==> src/rtl/fetch_unit.sv <==
`default_nettype none
// fetch_unit: PC holder issuing single outstanding word fetches and handing
// instructions to decode over valid/ready, with redirect and stale-fetch drop. Rev 1.0
module fetch_unit #(
   parameter int              XLEN     = 32,
   parameter logic [XLEN-1:0] RESET_PC = '0
) (
   input  logic            r_clk,
   input  logic            r_rst_n,
   output logic            imem_req_valid,
   input  logic            imem_req_ready,
   output logic [XLEN-1:0] imem_req_addr,
   input  logic            imem_rsp_valid,
   input  logic [XLEN-1:0] imem_rsp_data,
   input  logic            redirect_valid,
   input  logic [XLEN-1:0] redirect_pc,
   output logic            if_valid,
   input  logic            if_ready,
   output logic [XLEN-1:0] if_pc,
   output logic [XLEN-1:0] if_instr,
   output logic            err_spurious
);

   localparam logic [1:0] S_REQ  = 2'd0;
   localparam logic [1:0] S_WAIT = 2'd1;
   localparam logic [1:0] S_HOLD = 2'd2;
   localparam logic [1:0] S_DROP = 2'd3;

   logic [1:0]      state_q, state_d;
   logic [XLEN-1:0] pc_q, pc_d;
   logic            if_valid_q, if_valid_d;
   logic [XLEN-1:0] if_pc_q, if_pc_d;
   logic [XLEN-1:0] if_instr_q, if_instr_d;
   logic            err_q, err_d;

   logic [XLEN-1:0] redir_pc;
   logic            req_hs;

   assign redir_pc = {redirect_pc[XLEN-1:2], 2'b00};
   // Gated by reset so no request leaks out while the core is held in reset.
   assign imem_req_valid = r_rst_n && (state_q == S_REQ);
   assign imem_req_addr  = pc_q;
   assign req_hs         = imem_req_valid && imem_req_ready;

   assign if_valid     = if_valid_q;
   assign if_pc        = if_pc_q;
   assign if_instr     = if_instr_q;
   assign err_spurious = err_q;

   always_comb begin
      state_d    = state_q;
      pc_d       = pc_q;
      if_valid_d = if_valid_q;
      if_pc_d    = if_pc_q;
      if_instr_d = if_instr_q;
      err_d      = err_q;
      case (state_q)
         S_REQ: begin
            if (imem_rsp_valid) err_d = 1'b1;
            if (req_hs && redirect_valid) begin
               pc_d    = redir_pc;
               state_d = S_DROP;
            end else if (req_hs) begin
               state_d = S_WAIT;
            end else if (redirect_valid) begin
               pc_d = redir_pc;
            end
         end
         S_WAIT: begin
            if (imem_rsp_valid && redirect_valid) begin
               pc_d    = redir_pc;
               state_d = S_REQ;
            end else if (imem_rsp_valid) begin
               if_instr_d = imem_rsp_data;
               if_pc_d    = pc_q;
               if_valid_d = 1'b1;
               pc_d       = pc_q + XLEN'(4);
               state_d    = S_HOLD;
            end else if (redirect_valid) begin
               pc_d    = redir_pc;
               state_d = S_DROP;
            end
         end
         S_HOLD: begin
            if (imem_rsp_valid) err_d = 1'b1;
            if (redirect_valid) begin
               if_valid_d = 1'b0;
               pc_d       = redir_pc;
               state_d    = S_REQ;
            end else if (if_ready) begin
               if_valid_d = 1'b0;
               state_d    = S_REQ;
            end
         end
         S_DROP: begin
            if (redirect_valid) pc_d = redir_pc;
            if (imem_rsp_valid) state_d = S_REQ;
         end
         default: state_d = S_REQ;
      endcase
   end

   always_ff @(posedge r_clk or negedge r_rst_n) begin
      if (!r_rst_n) begin
         state_q    <= S_REQ;
         pc_q       <= RESET_PC;
         if_valid_q <= 1'b0;
         if_pc_q    <= '0;
         if_instr_q <= '0;
         err_q      <= 1'b0;
      end else begin
         state_q    <= state_d;
         pc_q       <= pc_d;
         if_valid_q <= if_valid_d;
         if_pc_q    <= if_pc_d;
         if_instr_q <= if_instr_d;
         err_q      <= err_d;
      end
   end

endmodule
`default_nettype wire
==> config.mk <==
export PLATFORM = sky130hd
export DESIGN_NAME = fetch_unit
export DESIGN_NICKNAME = d
export VERILOG_FILES = /design/src/rtl/fetch_unit.sv
export SDC_FILE = /design/constraint.sdc
export NUM_CORES = 1
export LEC_CHECK = 0
export CAP_MARGIN = 20
export CORE_UTILIZATION = 48
export DETAILED_ROUTE_END_ITERATION = 6
export PLACE_DENSITY = 0.86
export SETUP_SLACK_MARGIN = 0.05
export SYNTH_ARGS = -nofsm -noshare
export SYNTH_HDL_FRONTEND = slang
export SYNTH_SLANG_ARGS = --single-unit
==> constraint.sdc <==
create_clock -name r_clk -period 3.84 [get_ports r_clk]
set_input_delay 0.384 -clock r_clk [delete_from_list [all_inputs] [get_ports r_clk]]
set_output_delay 0.384 -clock r_clk [all_outputs]
set_load 0.005 [all_outputs]
# After elaboration in Yosys (flattened, before gate mapping)
# Cells that the tools add are included.
[totals] reg_bits=100 in_bits=70 elab_cells=50 output_inout_bits=99
[classes] muxes=20 bitwise_logic=1 eq_ne=10 reduce_logical=12 addsub=1
[ops] operator="$mux 32" n=5
[ops] operator="$pmux 32 s3" n=1
[ops] operator="$add 32x3->32 const B" n=1
[ops] operator="$mux 2" n=8
[ops] operator="$pmux 2 s4" n=1
[ops] operator="$reduce_and 4->1" n=2
[ops] operator="$ne 2x2->1 const B" n=3
[ops] operator="$ne 3x2->1 const B" n=2
[ops] operator="$eq 2x2->1 const B" n=2
[ops] operator="$logic_and 1x1->1" n=4
[ops] operator="$mux 1" n=4
[ops] operator="$ne 4x4->1 const B" n=1
[ops] operator="$reduce_or 2->1" n=2
[ops] operator="$ne 3x3->1 const B" n=1
[ops] operator="$reduce_and 3->1" n=1
[ops] operator="$eq 2x1->1 const B" n=1
[ops] operator="$logic_not 2->1" n=1
[ops] operator="$pmux 1 s2" n=1
[ops] operator="$reduce_and 2->1" n=1
[ops] operator="$reduce_bool 2->1" n=1
[ops] operator="$not 1->1" n=1

# Longest topological paths before layout
[depth] word_depth=6 ltp_mapped=6 ltp_nobuf=6

# Least setup slack after synthesis
# OpenSTA, ideal clock, no wires.
[synth_timing] path_kind="reg-to-reg" startpoint="reg pc_q[2] (netlist: imem_req_addr[2])" endpoint="reg (tool-made name)" path_buffers=0 arrival_time_ps=1593 slack_ps=2114 stages_incl_launch_ff=7 synth_period_minus_slack_ps=1726 required_ps=3707 path_cell_list="dfrtp_1 -> ha_1 -> nand2_1 -> nor4_1 -> and2b_2 -> xnor2_1 -> o21ai_0"
[synth_rtl] item="start, declared" line_no="30" source="logic [XLEN-1:0] pc_q, pc_d;"
[synth_rtl] item="start signal, assigned" line_no="113" source="pc_q <= pc_d;"

==> run metrics <==
status=finished with violations; failing checks=design-rule violations; FP Rows=34; DRC violations left=18; Flop pwr share=0.451; Synth Net Count=440; Slew Limit Fails=0; Unique masters post-synth=43; worst-path cell chain=clkdlybuf4s50_1, nand3b_4, nor2_1, nand4_1, a221o_1; pwr/cell area=574.2 nW/um^2; core area=8848 um^2; Synth Cell Area=4454 um^2; Post-synth EDFFs=0; Worst Path Required=4090 ps; R2R setup slack=1660 ps; Synth Register Bits=100; final wirelength=11160 um; root buffer cell=clkbuf_8; Via density=5.427; crit-path max FO=11; multi-input logic area=1857 um^2; crit-path max cell delay=710 ps; first-pass detailed-route iteration total=7; maxcap violations=0; most common cell in the netlist=dfrtp_1; Ys Warns=0; filler cell count=624; Nets=604; Crit Path Class=in -> reg; Die Wd=98.33 um; synth top area cells=dfrtp_1 (56%), mux2_2 (16%), nand2_1 (3.2%); Clk Latency, worst-skew pair=360 ps; worst hold path class=in -> async; FF/Latch Area=2502 um^2; largest area contributor in the netlist=dfrtp_1; Die Ht=98.33 um; clock buffer depth=2; Switching Share=0.2795; CTS Hold Buffers Added=0; Initial Utilization=0.5034; internal power=2.648 mW; Syn Area/Cell=12.07 um^2; Die ar.=9669 um^2; Tcrit/Tclk final=0.5808; routability cong.=0.8943; Reg clk slew, reported paths=110 ps; antenna violations before repair=0; Num CTS Buffers=9; crit path capture type=flip-flop; htree depth=3; f_max=448.4 MHz; input/output buffers=166; clk sinks=100; post-route setup TNS=0 ps; clock skew=14.25 ps; GRT Util Overall=0.2400; first-pass GRT wire length=18260 um; sequential-to-total area share from yosys stat=0.5618; n_diodes=0; NetSw=1.027 mW; Vias=3506; Synth Instances=369; Slowest cell on crit path=clkdlybuf4s50_1; reg2reg path depth=4; total power=3.675 mW; final setup violating endpoints=0; CTS tree=built; setup bufs post-CTS=0; fraction of layout cells with a size suffix above 1=0.1803; synth cell count leaders=dfrtp_1 (100), mux2_2 (65), nand2_1 (38); Resized cells post-CTS=0; DRT iter0 DRCs=240; top cell type's share of synthesized area=0.5618; asr flop ratio synth=1.000; wire per inst=17.27 um; final hold violations=0; Post-DP HPWL=7966 um; pin count of the biggest net entering global routing=65; clock power share=0.177; crit path DAT=2480 ps; total congestion overflow=0; Static Leak=2.626 nW; Slew HR=0.5155; Synth Flop Type=dfrtp_1; RSZ-0062 raised after global routing=no; crit start category=primary input; post-route ant nets=0; Layout Area Growth over Synthesis=43.71%; post-layout min period=2230 ps; I/O pins=169; Worst-Margin Slew=720.1 ps; VDD IR max=0.0002830 V; Comb pwr share=0.372; vias in the first global route=3538
[critical path: cells and delay by family]
family / cells / cell delay (ps)
simple gates: 3 / 1010
buf+inv: 1 / 710
compound gates: 1 / 360
[per-layer routing]
metal,wire [um],part of all wire,GRT usage,vias up
met4,138,0.012,0.06544,0
met3,1052,0.094,0.06586,10
li1,-,-,-,1629
met1,4590,0.41,0.3170,1706
met2,5375,0.48,0.3917,161
met5,0,0,0,-
[kinds of logic (layout without fill, tap and decap cells)]
kind of cell	Yosys count	count (layout)	synth area share
muxes	68	68	0.1711
and+or+nand+nor	111	111	0.1382
xor gates and xnor gates	22	22	0.04326
AOI/OAI and AO/OA	44	44	0.06124
adders and majority gates	1	1	0.002809
DFF	100	100	0.5618
buffers and inverters	23	192	0.02163
[power by group through the flow]
stage	registers, mW	clock network (mW)	logic (mW)
floorplan	1.68	0	0.420
global placement	1.65	0	1.33
detailed placement	1.68	0	1.38
CTS	1.66	0.670	1.38
global route	1.71	0.711	1.47
finish	1.66	0.652	1.37
[how the worst max path moves through the flow]
stage	from	to	slack (ps)	cells past startpoint
2_1_floorplan	imem_req_addr[2]	flip-flop	2110	6
3_3_place_gp	imem_rsp_valid	if_instr[10]	1270	4
3_5_place_dp	imem_rsp_valid	if_instr[5]	1220	4
4_1_cts	imem_rsp_valid	if_instr[0]	1610	4
5_1_grt	imem_rsp_valid	flip-flop	1430	6
6_report	imem_rsp_valid	flip-flop	1610	5
[stage by stage]
step           std cells  area (um^2)    util  setup slack (ps)  hold slack, ps
4_1_cts              646         6401  0.7234              1613           40.43
5_1_grt              646         6401  0.7234              1434           63.85
6_report             646         6401  0.7234              1610           22.97
3_3_place_gp         630         6210  0.7018              1273           441.7
3_5_place_dp         630         6210  0.7018              1222           444.6
2_1_floorplan        369         4454       -              2114           88.41
[layout make-up]
type / instances / share of cell area
flip-flops and latches: 100 / 0.3909
clock buffers: 10 / 0.02150
repair buffers: 169 / 0.2639
multi-input cells: 246 / 0.2901
well taps: 108 / 0.02111
inverters: 7 / 0.004105
clock inverters: 6 / 0.008405
[cells in the final DEF, fill, tap and decap left out, types with 7 or more instances in the layout]
cell type and n:
clkdlybuf4s50_1 164, dfrtp_1 100, mux2_2 65, nand2_1 38
o21ai_0 26, xor2_1 16, nand3_1 15, nor2_1 12
nand4_1 10, clkbuf_8 10, inv_1 7
(Power assumes the default switching activity.)
